<file path="config.mk">
export PLATFORM = sky130hd
export DESIGN_NAME = rtc_bus_burst_seq
export DESIGN_NICKNAME = d
export VERILOG_FILES = /design/src/rtl/rtc_bus_burst_seq_pkg.sv /design/src/rtl/rtc_bus_burst_seq_phase_timer.sv /design/src/rtl/rtc_bus_burst_seq.sv
export SDC_FILE = /design/constraint.sdc
export NUM_CORES = 1
export LEC_CHECK = 0
export BUFFER_PORTS_ARGS = -buffer_cell sky130_fd_sc_hd__buf_2
export CORE_MARGIN = 4
export CORE_UTILIZATION = 40
export CTS_CLUSTER_SIZE = 28
export DETAILED_ROUTE_END_ITERATION = 7
export GPL_ROUTABILITY_DRIVEN = 1
export PLACE_DENSITY = 0.64
export SLEW_MARGIN = 20
export SYNTH_ARGS = -nofsm -noshare
export SYNTH_HDL_FRONTEND = slang
export SYNTH_SLANG_ARGS = --single-unit
</file>
<file path="constraint.sdc">
create_clock -name clk -period 2.7 [get_ports clk]
set_clock_uncertainty 0.05 [all_clocks]
set_input_delay 0.675 -clock clk [delete_from_list [all_inputs] [get_ports clk]]
set_output_delay 0.675 -clock clk [all_outputs]
set_load 0.02 [all_outputs]
</file>
<file path="src/rtl/rtc_bus_burst_seq_pkg.sv">
// Shared types for the RTC bus burst sequencer: FSM states, strobe levels,
// and the phase-timer load selector.
package rtc_bus_pkg;

  typedef enum logic [2:0] {
    IDLE,
    A_STB,
    A_GAP,
    D_STB,
    D_GAP,
    FINISH,
    VFY
  } state_e;

  localparam logic STROBE_ACT  = 1'b0;
  localparam logic STROBE_IDLE = 1'b1;

  // Selects which duration the phase timer reloads with
  typedef enum logic {
    PH_STB,
    PH_GAP
  } phase_sel_e;

endpackage

</file>
<file path="src/rtl/rtc_bus_burst_seq_phase_timer.sv">
// Loadable down-counter timing strobe and gap phases of the RTC bus.
// Loading T-1 makes the phase last exactly T cycles; expired marks the
// final cycle of the phase.
module rtc_phase_timer
  import rtc_bus_pkg::*;
#(
  parameter int unsigned T_PHASE = 10,
  parameter int unsigned T_GAP   = 4
) (
  input  logic       clk,
  input  logic       reset,
  input  logic       load,
  input  phase_sel_e sel,
  output logic       expired
);

  localparam int unsigned T_MAX = (T_PHASE > T_GAP) ? T_PHASE : T_GAP;
  localparam int unsigned CNT_W = $clog2(T_MAX + 1);

  logic [CNT_W-1:0] cnt;
  logic [CNT_W-1:0] load_val;

  assign load_val = (sel == PH_STB) ? CNT_W'(T_PHASE - 1) : CNT_W'(T_GAP - 1);
  assign expired  = (cnt == '0);

  // Reload on phase entry, otherwise count down and hold at zero
  always_ff @(posedge clk or posedge reset) begin
    if (reset)
      cnt <= '0;
    else if (load)
      cnt <= load_val;
    else if (cnt != '0)
      cnt <= cnt - CNT_W'(1);
  end

endmodule

</file>
<file path="src/rtl/rtc_bus_burst_seq.sv">
// Burst sequencer for a multiplexed address/data parallel RTC bus.
// Transfers NUM_REGS registers per start as one read or write burst.
// Optional feature macro: RTC_READBACK_CHECK_EN (write burst followed by a
// read-back verify pass that flags mismatches on err).
module rtc_bus_burst_seq
  import rtc_bus_pkg::*;
#(
  parameter int unsigned NUM_REGS = 10,
  parameter int unsigned DATA_W   = 8,
  parameter logic [NUM_REGS*DATA_W-1:0] REG_ADDRS = 80'h09_08_07_06_05_04_03_02_01_00,
  parameter int unsigned T_PHASE  = 10,
  parameter int unsigned T_GAP    = 4,
  localparam int unsigned IDX_W   = (NUM_REGS > 1) ? $clog2(NUM_REGS) : 1
) (
  input  logic              clk,
  input  logic              reset,
  input  logic              start,
  input  logic              rw,
  output logic              busy,
  output logic              done,
  output logic              err,
  output logic [IDX_W-1:0]  idx,
  input  logic [DATA_W-1:0] wr_data,
  output logic              rd_valid,
  output logic [DATA_W-1:0] rd_data,
  output logic              a_d,
  output logic              cs,
  output logic              rd,
  output logic              wr,
  output logic [DATA_W-1:0] bus_dout,
  output logic              bus_oe,
  input  logic [DATA_W-1:0] bus_din
);

`ifdef RTC_READBACK_CHECK_EN
  localparam bit VFY_EN = 1'b1;
  logic err_q;
  assign err = err_q;
`else
  localparam bit VFY_EN = 1'b0;
  assign err = 1'b0;
`endif

  state_e           state;
  logic             write_q;
  logic             vfy_q;
  logic             tmr_load;
  phase_sel_e       tmr_sel;
  logic             tmr_exp;
  logic             last_reg;
  logic             drive_wr;
  logic [IDX_W-1:0] idx_nxt;
  logic [DATA_W-1:0] addr_cur;
  logic [DATA_W-1:0] addr_nxt;

  assign last_reg = (idx == IDX_W'(NUM_REGS - 1));
  assign idx_nxt  = last_reg ? '0 : idx + IDX_W'(1);
  assign addr_cur = REG_ADDRS[DATA_W*int'(idx) +: DATA_W];
  assign addr_nxt = REG_ADDRS[DATA_W*int'(idx_nxt) +: DATA_W];
  // The verify pass reuses the read path of a write burst
  assign drive_wr = write_q && !vfy_q;

  rtc_phase_timer #(
    .T_PHASE(T_PHASE),
    .T_GAP  (T_GAP)
  ) u_timer (
    .clk    (clk),
    .reset  (reset),
    .load   (tmr_load),
    .sel    (tmr_sel),
    .expired(tmr_exp)
  );

  // Reload the phase timer on every phase transition
  always_comb begin
    tmr_load = 1'b0;
    tmr_sel  = PH_STB;
    case (state)
      IDLE, FINISH: tmr_load = start;
      A_STB, D_STB: begin
        tmr_load = tmr_exp;
        tmr_sel  = PH_GAP;
      end
      A_GAP, D_GAP: tmr_load = tmr_exp;
      default: tmr_load = 1'b0;
    endcase
  end

  // Burst FSM with registered bus strobes and handshake outputs
  always_ff @(posedge clk or posedge reset) begin
    if (reset) begin
      state    <= IDLE;
      a_d      <= STROBE_IDLE;
      cs       <= STROBE_IDLE;
      rd       <= STROBE_IDLE;
      wr       <= STROBE_IDLE;
      bus_oe   <= 1'b0;
      bus_dout <= '0;
      busy     <= 1'b0;
      done     <= 1'b0;
      rd_valid <= 1'b0;
      idx      <= '0;
      rd_data  <= '0;
      write_q  <= 1'b0;
      vfy_q    <= 1'b0;
`ifdef RTC_READBACK_CHECK_EN
      err_q    <= 1'b0;
`endif
    end else begin
      done     <= 1'b0;
      rd_valid <= 1'b0;
      case (state)
        // FINISH is the done cycle; it accepts a new start like IDLE
        IDLE, FINISH: begin
          state <= IDLE;
          if (start) begin
            state    <= A_STB;
            write_q  <= rw;
            vfy_q    <= 1'b0;
            busy     <= 1'b1;
            a_d      <= STROBE_ACT;
            cs       <= STROBE_ACT;
            wr       <= STROBE_ACT;
            bus_dout <= addr_cur;
            bus_oe   <= 1'b1;
`ifdef RTC_READBACK_CHECK_EN
            err_q    <= 1'b0;
`endif
          end
        end
        A_STB: if (tmr_exp) begin
          state <= A_GAP;
          a_d   <= STROBE_IDLE;
          cs    <= STROBE_IDLE;
          wr    <= STROBE_IDLE;
        end
        A_GAP: if (tmr_exp) begin
          state <= D_STB;
          cs    <= STROBE_ACT;
          if (drive_wr) begin
            wr       <= STROBE_ACT;
            bus_dout <= wr_data;
            bus_oe   <= 1'b1;
          end else begin
            rd     <= STROBE_ACT;
            bus_oe <= 1'b0;
          end
        end
        D_STB: begin
          if (drive_wr)
            bus_dout <= wr_data;
          if (tmr_exp) begin
            state <= D_GAP;
            cs    <= STROBE_IDLE;
            rd    <= STROBE_IDLE;
            wr    <= STROBE_IDLE;
            if (!drive_wr) begin
              rd_data  <= bus_din;
              rd_valid <= !vfy_q;
`ifdef RTC_READBACK_CHECK_EN
              if (vfy_q && (bus_din != wr_data))
                err_q <= 1'b1;
`endif
            end
          end
        end
        D_GAP: if (tmr_exp) begin
          idx <= idx_nxt;
          if (!last_reg || (VFY_EN && drive_wr)) begin
            if (last_reg)
              vfy_q <= 1'b1;
            state    <= A_STB;
            a_d      <= STROBE_ACT;
            cs       <= STROBE_ACT;
            wr       <= STROBE_ACT;
            bus_dout <= addr_nxt;
            bus_oe   <= 1'b1;
          end else begin
            state  <= FINISH;
            done   <= 1'b1;
            busy   <= 1'b0;
            bus_oe <= 1'b0;
            vfy_q  <= 1'b0;
          end
        end
        default: state <= IDLE;
      endcase
    end
  end

endmodule
</file>
==> results of run 1 <==
logic make-up (layout without fill, tap and decap cells):
logic type,after synthesis,count (layout),share of synthesized area (%)
compound gates,39,39,14.8
flops,36,36,46.2
fa+ha+maj,2,2,1.28
mux,21,21,12.5
simple gates,49,49,16.3
buf+inv,27,73,6.45
xor+xnor,5,5,2.23
other cells,1,1,0.191
stage by stage:
stage | hold slack, ns | worst slack, ns | cells
after floorplan | 0.465 | 0.798 | 180
after global placement | 0.434 | 0.564 | 285
after detailed placement | 0.425 | 0.499 | 285
after CTS | 0.431 | 0.485 | 293
after global routing | 0.466 | 0.306 | 293
final | 0.420 | 0.471 | 293
layer usage:
metal,wire length (µm),GRT usage (%),up-vias,share of wire (%)
li1,-,-,726,-
met1,1840,19.5,683,46
met2,1700,19.8,69,43
met3,331,4.64,6,8.4
met4,87,7.34,0,2.2
met5,0,0,-,0
power breakdown:
part / switching, mW / internal, mW / total, mW
Clock: 0.195 / 0.180 / 0.374
Combinational: 0.561 / 0.438 / 0.999
Sequential: 0.177 / 0.753 / 0.930
Total: 0.933 / 1.37 / 2.30
layout make-up:
type | instances | area [µm²] | share of cell area, %
Timing Repair Buffer | 52 | 273 | 11.7
Inverter | 13 | 48.8 | 2.10
Sequential cell | 36 | 906 | 38.9
Clock buffer | 5 | 68.8 | 2.96
Multi-Input combinational cell | 117 | 927 | 39.9
Clock inverter | 3 | 18.8 | 0.807
Tap cell | 67 | 83.8 | 3.60
sequential cells by signal (all words and copies together) (netlist names):
| register | cells |
|---|---|
| rd_valid | 1 |
| u_timer.cnt | 4 |
| bus_dout | 8 |
| done | 1 |
| a_d | 1 |
| rd_data | 8 |
| wr | 1 |
| idx | 4 |
| rd | 1 |
| write_q | 1 |
| bus_oe | 1 |
| busy | 1 |
| cs | 1 |
| state | 3 |
final timing paths:
check,from,end,slack [ns],cells after the start
worst max-delay path,u_timer.cnt[0],bus_dout[3],0.47,6
worst min-delay path,reset,idx[1],0.42,3
worst max register to register,u_timer.cnt[0],bus_dout[3],0.47,6
worst min register to register,rd,rd,0.44,2
max in group asynchronous,reset,cs,1.84,3
min in group clk,rd,rd,0.44,2
tightest hold or removal path, cell delays in order:
cell,delay [ns]
buf_2,0.09
inv_1,0.04
buf_4,0.39
synthesized netlist by cell type (2+ instances only):
cell | instances | area (µm²)
dfrtp_1 | 32 | 801
inv_1 | 13 | 48.8
nand2_1 | 13 | 48.8
mux2_2 | 11 | 124
a21oi_1 | 9 | 45.0
buf_2 | 8 | 40.0
nor2_1 | 7 | 26.3
o21ai_0 | 7 | 35.0
mux2i_1 | 5 | 50.1
dfstp_2 | 4 | 105
mux2_4 | 4 | 60.1
nor3_1 | 4 | 20.0
xnor2_1 | 4 | 35.0
clkbuf_1 | 3 | 11.3
nand3_1 | 3 | 15.0
nor2b_1 | 3 | 18.8
a211o_1 | 2 | 17.5
a22o_1 | 2 | 17.5
a31oi_1 | 2 | 12.5
buf_4 | 2 | 15.0
ha_1 | 2 | 25.0
nand2b_1 | 2 | 12.5
nand3b_1 | 2 | 15.0
o31ai_1 | 2 | 15.0
or3_1 | 2 | 12.5
or4b_1 | 2 | 20.0
==> metrics.yaml, run 1 <==
ys_seq_elements: 36
wl_per_cell_um: 13.5
setup_viol: 0
die_y_um: 78.0
io_pins: 49
ys_warn_count: 0
clkLatencyLatePin_ns: 0.29
period_needed_ns: 2.23
synth.avg_cell_area_um2: 10.9
fmax_mhz: 449
ys_types: 56
design_area_mm2: 0.00233
cp_top_family: "compound AO/OA/AOI/OAI gates"
setup_tns_ns: 0
die_area_mm2: 0.00608
clk_pin_slew_ns: 0.07
period_share_pct: 82.6
finalCoreUtilization_pct: 49.2
fp.dieW_um: 78.0
crit_arrival_ns: 2.36
grt_pass1_vias: 1378
grt_pass1_wl_mm: 6.73
outcome: "finished clean"
syn_to_final_growth_pct: 18.7
hold_viol: 0
port_buffers: 47
ir_worst_vdd_mv: 0.459
p_total_mw: 2.30
fillCellCount: 434
drtPass1Iterations: 4
via_count: 1484
cts_tree: "built"
nets: 247
critPathRequiredTime_ns: 2.83
crit_fanout: 8
powerDensity_mw_per_mm2: 990
antenna_found_initial: 0
grt_max_degree: 37
slowest_stage: "nor3b_2"
cts_setup_buffers: 0
synth_ff_type: "dfrtp_1"
yosysSeqAreaShare_pct: 46.2
routabilityCongestion: 0.861
ctsHoldBuffers: 0
leakage_nw: 1.10
fp-row-count: 25
clock_path_buffers: 2
root_buffer: "clkbuf_8"
drt-initial-drc-count: 65
via_per_inst: 5.06
drc: 0
critical_path.startpoint_type: "register"
syn-num-nets: 202
cp-end-kind: "register"
path_cells: "inv_1 > ha_1 > nor3b_2 > a211o_1 > o311ai_4 > mux2_4"
critical_path_class: "reg -> reg"
synth_edf_count: 0
grt_setup_unrepaired: "false"
worst_pin_slew_ns: 0.628
finalWirelength_mm: 3.96
hpwl_mm: 2.87
cts.repair.resized: 0
slowest_delay_ns: 0.48
htree_levels: 2
relSlewSlack_pct: 58.0
layout_commonest_cell: "buf_2"
final_layout_size_suffix_gt1_share_pct: 38.5
cts_sinks: 36
core_area_mm2: 0.00472
ys_async_sr_fraction_pct: 100
maxSlewViolCount: 0
drv_cap: 0
grt_overflow: 0
netlist_area_mm2: 0.00196
placed_area_mm2: 0.00224
hold_class: "in -> async"
grt_usage_pct: 14.2
initial_core_util_pct: 41.5
ant_nets: 0
crit_buf_inv: 1
numCtsBuffers: 5
syn_inst: 180
final_cell_mix: "buf_2, dfrtp_1, inv_1, nand2_1, mux2_2"
diodes: 0
No activity file was read; power rests on OpenSTA's default activity.
==> inputs of run 2 (changes only) <==
==> constraint.sdc (replaced) <==
create_clock -name clk -period 2.2 [get_ports clk]
set_clock_uncertainty 0.05 [all_clocks]
set_input_delay 0.55 -clock clk [delete_from_list [all_inputs] [get_ports clk]]
set_output_delay 0.55 -clock clk [all_outputs]
set_load 0.02 [all_outputs]
==> metrics.yaml, run 2 (synthesis results as in run 1) <==
critical_path_class: "reg -> reg"  # unchanged
port_buffers: 47  # unchanged
hpwl_mm: 3.15  # was 2.87 mm
design_area_mm2: 0.00241  # was 0.00233 mm²
final_layout_size_suffix_gt1_share_pct: 40.4  # was 38.5%
clkLatencyLatePin_ns: 0.28  # was 0.29 ns
cts_sinks: 36  # unchanged
period_share_pct: 95.0  # was 82.6%
seqPwrFrac_pct: 36.8  # was 40.4%
root_buffer: "clkbuf_8"  # unchanged
outcome: "finished clean"  # unchanged
critPathRequiredTime_ns: 2.32  # was 2.83 ns
leakage_nw: 1.15  # was 1.10 nW
p_sw_mw: 1.18  # was 0.933 mW
htree_levels: 2  # unchanged
slowest_stage: "or3b_1"  # was nor3b_2
via_count: 1524  # was 1484
setup_viol: 0  # unchanged
fillCellCount: 430  # was 434
core_area_mm2: 0.00472  # unchanged
finalWirelength_mm: 4.24  # was 3.96 mm
numCtsBuffers: 5  # unchanged
nets: 256  # was 247
antenna_found_initial: 0  # unchanged
power_frac_comb_pct: 44.4  # was 43.4%
power.share.clock_pct: 18.8  # was 16.2%
cts_setup_buffers: 0  # unchanged
drt-initial-drc-count: 94  # was 65
die_y_um: 78.0  # unchanged
maxSlewViolCount: 0  # unchanged
ant_nets: 0  # unchanged
crit_fanout: 9  # was 8
initial_core_util_pct: 41.5  # unchanged
internal-power_mw: 1.86  # was 1.37 mW
crit_arrival_ns: 2.21  # was 2.36 ns
diodes: 0  # unchanged
slowest_delay_ns: 0.51  # was 0.48 ns
setup_tns_ns: 0  # unchanged
ir_worst_vdd_mv: 0.735  # was 0.459 mV
fp-row-count: 25  # unchanged
syn_to_final_growth_pct: 23.2  # was 18.7%
place_ws_ns: 0.126  # was 0.499 ns
path_cells: "inv_1 > ha_1 > or3b_1 > nor3_4 > nand2_4 > mux2_2"  # was inv_1 > ha_1 > nor3b_2 > a211o_1 > o311ai_4 > mux2_4
powerDensity_mw_per_mm2: 1260  # was 990 mW/mm²
drc: 0  # unchanged
p_total_mw: 3.03  # was 2.30 mW
cp_top_family: "simple AND/OR/NAND/NOR gates"  # was compound AO/OA/AOI/OAI gates
die_area_mm2: 0.00608  # unchanged
grt_pass1_vias: 1561  # was 1378
hold_slack_ns: 0.307  # was 0.420 ns
via_per_inst: 5.05  # was 5.06
swShare_pct: 38.8  # was 40.5%
period_needed_ns: 2.09  # was 2.23 ns
critical_path.startpoint_type: "register"  # unchanged
routabilityCongestion: 0.895  # was 0.861
ctsHoldBuffers: 0  # unchanged
cts_tree: "built"  # unchanged
hold_viol: 0  # unchanged
grt_usage_pct: 15.2  # was 14.2%
finalCoreUtilization_pct: 51.1  # was 49.2%
cp-end-kind: "register"  # unchanged
layout_commonest_cell: "buf_2"  # unchanged
grt_setup_unrepaired: "false"  # unchanged
grt_pass1_wl_mm: 7.32  # was 6.73 mm
grt_max_degree: 37  # unchanged
hold_class: "in -> async"  # unchanged
cts.repair.resized: 0  # unchanged
crit_buf_inv: 1  # unchanged
clk_pin_slew_ns: 0.07  # about the same
clock_path_buffers: 2  # unchanged
stdcell_count: 302  # was 293
reg_top3: "bus_dout: 8 flops, rd_data: 8 flops"  # unchanged
fmax_mhz: 479  # was 449 MHz
drv_cap: 0  # unchanged
final_cell_mix: "buf_2, dfrtp_1, buf_4"  # was buf_2, dfrtp_1, inv_1, nand2_1, mux2_2
fin_ws_ns: 0.111  # was 0.471 ns
fp.dieW_um: 78.0  # unchanged
placed_area_mm2: 0.00231  # was 0.00224 mm²
grt_overflow: 0  # unchanged
io_pins: 49  # unchanged
wl_per_cell_um: 14.0  # was 13.5 µm
placed_cells: 294  # was 285
drtPass1Iterations: 4  # unchanged
==> run 2: worst min-delay path, delay by kind of cell <==
| family | cells | cell delay (ns) |
|---|---|---|
| buf+inv | 3 | 0.52 |
==> run 2: power by group through the flow <==
| stage | Combinational [mW] | Sequential [mW] | Clock (mW) |
|---|---|---|---|
| 3_3_place_gp | 1.34 | 1.13 | 0 |
| 2_1_floorplan | 0.753 | 1.30 | 0 |
| 6_report | 1.35 | 1.12 | 0.570 |
| 4_1_cts | 1.36 | 1.12 | 0.583 |
| 5_1_grt | 1.46 | 1.16 | 0.614 |
| 3_5_place_dp | 1.35 | 1.13 | 0 |
==> run 2: final cells by class <==
| class | instances | area (µm²) | share of cell area, % |
|---|---|---|---|
| Inverter | 13 | 48.8 | 2.02 |
| Sequential cell | 36 | 906 | 37.5 |
| Clock inverter | 2 | 35.0 | 1.45 |
| Timing Repair Buffer | 61 | 340 | 14.1 |
| Tap cell | 67 | 83.8 | 3.47 |
| Multi-Input combinational cell | 117 | 927 | 38.4 |
| Clock buffer | 6 | 72.6 | 3.01 |
==> run 2: layer usage <==
layer  vias to the layer above  global-route usage [%]  part of all wire, %
met1                       723                    20.2                   46
met3                         2                    3.71                  6.0
met4                         0                    6.29                 0.97
li1                        746                       -                    -
met5                         -                       0                    0
met2                        53                    23.5                   46
==> run 2: worst paths after layout <==
| kind | startpoint | endpoint | slack, ns | cells past startpoint |
|---|---|---|---|---|
| max | u_timer.cnt[0] | rd_data[4] | 0.11 | 6 |
| min | reset | rd_data[5] | 0.31 | 3 |
| max reg2reg | u_timer.cnt[0] | rd_data[4] | 0.11 | 6 |
| min reg2reg | wr | wr | 0.45 | 1 |
| max in group asynchronous | reset | rd | 1.45 | 3 |
| min in group clk | bus_din[6] | rd_data[6] | 0.44 | 2 |
==> inputs of run 3 (changes only) <==
--- a/config.mk
+++ b/config.mk
@@ -5,13 +5,15 @@
 export SDC_FILE = /design/constraint.sdc
 export NUM_CORES = 1
 export LEC_CHECK = 0
+export ABC_CLOCK_PERIOD_IN_PS = 2200
 export BUFFER_PORTS_ARGS = -buffer_cell sky130_fd_sc_hd__buf_2
 export CORE_MARGIN = 4
 export CORE_UTILIZATION = 40
 export CTS_CLUSTER_SIZE = 28
 export DETAILED_ROUTE_END_ITERATION = 7
 export GPL_ROUTABILITY_DRIVEN = 1
-export PLACE_DENSITY = 0.64
+export PLACE_DENSITY = 0.73
+export SKIP_LAST_GASP = 1
 export SLEW_MARGIN = 20
 export SYNTH_ARGS = -nofsm -noshare
 export SYNTH_HDL_FRONTEND = slang
==> metrics.yaml, run 3 (synthesis results as in run 1) <==
outcome: "finished clean"  # unchanged
final_cell_mix: "buf_2, dfrtp_1, inv_1, nand2_1, buf_4"  # was buf_2, dfrtp_1, buf_4
setup_tns_ns: 0  # unchanged
hpwl_mm: 3.17  # was 3.15 mm
cp-end-kind: "register"  # unchanged
critical_path_class: "reg -> reg"  # unchanged
swShare_pct: 40.7  # was 38.8%
hold_viol: 0  # unchanged
fp-row-count: 25  # unchanged
nets: 255  # was 256
die_area_mm2: 0.00608  # unchanged
antenna_found_initial: 0  # unchanged
cts_setup_buffers: 0  # unchanged
reg2regPathDepth: 7  # was 6
grt_overflow: 0  # unchanged
io_pins: 49  # unchanged
internal-power_mw: 1.73  # was 1.86 mW
grt_pass1_vias: 1557  # was 1561
final_layout_size_suffix_gt1_share_pct: 41.0  # was 40.4%
clk_pin_slew_ns: 0.08  # was 0.07 ns
grt_max_degree: 15  # was 37
drc: 0  # unchanged
ir_worst_vdd_mv: 0.598  # was 0.735 mV
crit_fanout: 7  # was 9
clock_path_buffers: 2  # unchanged
finalCoreUtilization_pct: 50.6  # was 51.1%
stdcell_count: 301  # was 302
reg2reg_to: "bus_oe"  # was rd_data[4]
initial_core_util_pct: 41.5  # unchanged
port_buffers: 47  # unchanged
ff_latch_area_um2: 906  # unchanged
diodes: 0  # unchanged
root_buffer: "clkbuf_8"  # unchanged
fillCellCount: 457  # was 430
p_sw_mw: 1.19  # was 1.18 mW
power_frac_comb_pct: 46.1  # was 44.4%
placed_cells: 293  # was 294
syn_to_final_growth_pct: 21.9  # was 23.2%
critPathRequiredTime_ns: 2.34  # was 2.32 ns
crit_end: "bus_oe"  # was rd_data[4]
grt_setup_unrepaired: "false"  # unchanged
period_needed_ns: 2.08  # was 2.09 ns
p_total_mw: 2.92  # was 3.03 mW
slowest_delay_ns: 0.39  # was 0.51 ns
multiInputGateArea_um2: 930  # was 927 µm²
crit_arrival_ns: 2.22  # was 2.21 ns
critPathLaunch: "u_timer.cnt[0]"  # unchanged
core_area_mm2: 0.00472  # unchanged
hold_class: "in -> async"  # unchanged
drt-initial-drc-count: 79  # was 94
routabilityCongestion: 0.909  # was 0.895
cts.repair.resized: 0  # unchanged
ctsHoldBuffers: 0  # unchanged
power.share.clock_pct: 16.1  # was 18.8%
finalWirelength_mm: 4.21  # was 4.24 mm
reg_top3: "bus_dout: 8 flops, rd_data: 8 flops"  # unchanged
maxSlewViolCount: 0  # unchanged
reg2reg_from: "u_timer.cnt[0]"  # unchanged
clkLatencyLatePin_ns: 0.30  # was 0.28 ns
slowest_stage: "dfrtp_1"  # was or3b_1
fmax_mhz: 480  # was 479 MHz
seqPwrFrac_pct: 37.7  # was 36.8%
drtPass1Iterations: 4  # unchanged
cts_sinks: 36  # unchanged
grt_usage_pct: 14.9  # was 15.2%
cts_tree: "built"  # unchanged
drv_cap: 0  # unchanged
htree_levels: 2  # unchanged
rrSetupSlack_ns: 0.12  # was 0.11 ns
grt_pass1_wl_mm: 7.09  # was 7.32 mm
path_cells: "inv_1 > ha_1 > nor3b_2 > buf_4 > a211o_1 > a21oi_1 > mux2_2"  # was inv_1 > ha_1 > or3b_1 > nor3_4 > nand2_4 > mux2_2
fp.dieW_um: 78.0  # unchanged
leakage_nw: 1.14  # was 1.15 nW
via_count: 1545  # was 1524
die_y_um: 78.0  # unchanged
setup_viol: 0  # unchanged
via_per_inst: 5.13  # was 5.05
period_share_pct: 94.7  # was 95.0%
critical_path.startpoint_type: "register"  # unchanged
ant_nets: 0  # unchanged
layout_commonest_cell: "buf_2"  # unchanged
powerDensity_mw_per_mm2: 1220  # was 1260 mW/mm²
numCtsBuffers: 5  # unchanged
wl_per_cell_um: 14.0  # about the same
## run 3: cell count changes in the layout (fill, tap and decap cells not counted), sizes merged
| cell | delta |
|---|---|
| bufinv | -1 |
| buf | -1 |
| clkinv | +2 |
| clkbuf | -1 |
## run 3: worst min path at each step
stage | endpoint | depth (start not counted)
6_report | u_timer.cnt[0] | 2
5_1_grt | idx[1] | 2
4_1_cts | u_timer.cnt[0] | 2
3_5_place_dp | rd | 2
3_3_place_gp | wr | 1
2_1_floorplan | rd | 2
## run 3: metal layers
metal / wire, µm / track usage [%] / vias to the layer above
met1: 1870 / 18.3 / 738
li1: - / - / 746
met2: 1970 / 24.1 / 52
met5: 0 / 0 / -
met4: 97 / 7.17 / 0
met3: 273 / 4.06 / 9
## run 3: power by group through the flow
stage	registers [mW]	clock network (mW)	logic (mW)
3_3_place_gp	1.11	0	1.32
6_report	1.10	0.471	1.35
2_1_floorplan	1.30	0	0.753
4_1_cts	1.10	0.486	1.35
5_1_grt	1.15	0.517	1.47
3_5_place_dp	1.11	0	1.35
## run 3: area by class of cell
type                       count  area share (%)
multi-input combinational    117            38.9
sequential                    36            37.9
clock buffer                   5            2.88
clock inverter                 3           0.786
inverter                      13            2.04
timing repair buffer          60            13.9
tap                           67            3.51
## run 3: worst max-delay path: cells and delay by family (launching register included)
kind / cells / cell delay, ns
AND/OR/NAND/NOR: 1 / 0.17
flip-flops: 1 / 0.39
AO/OA/AOI/OAI: 2 / 0.50
adder cells (fa/ha/maj): 1 / 0.23
multiplexers: 1 / 0.36
buffers and inverters: 2 / 0.26
## run 3: stage by stage
step	setup slack (ns)	hold WS (ns)	cell area [µm²]
floorplan	0.298	0.465	1960
global placement	0.192	0.433	2300
detailed placement	0.125	0.438	2300
CTS	0.0859	0.193	2390
global route	0.00354	0.211	2390
finish	0.116	0.184	2390
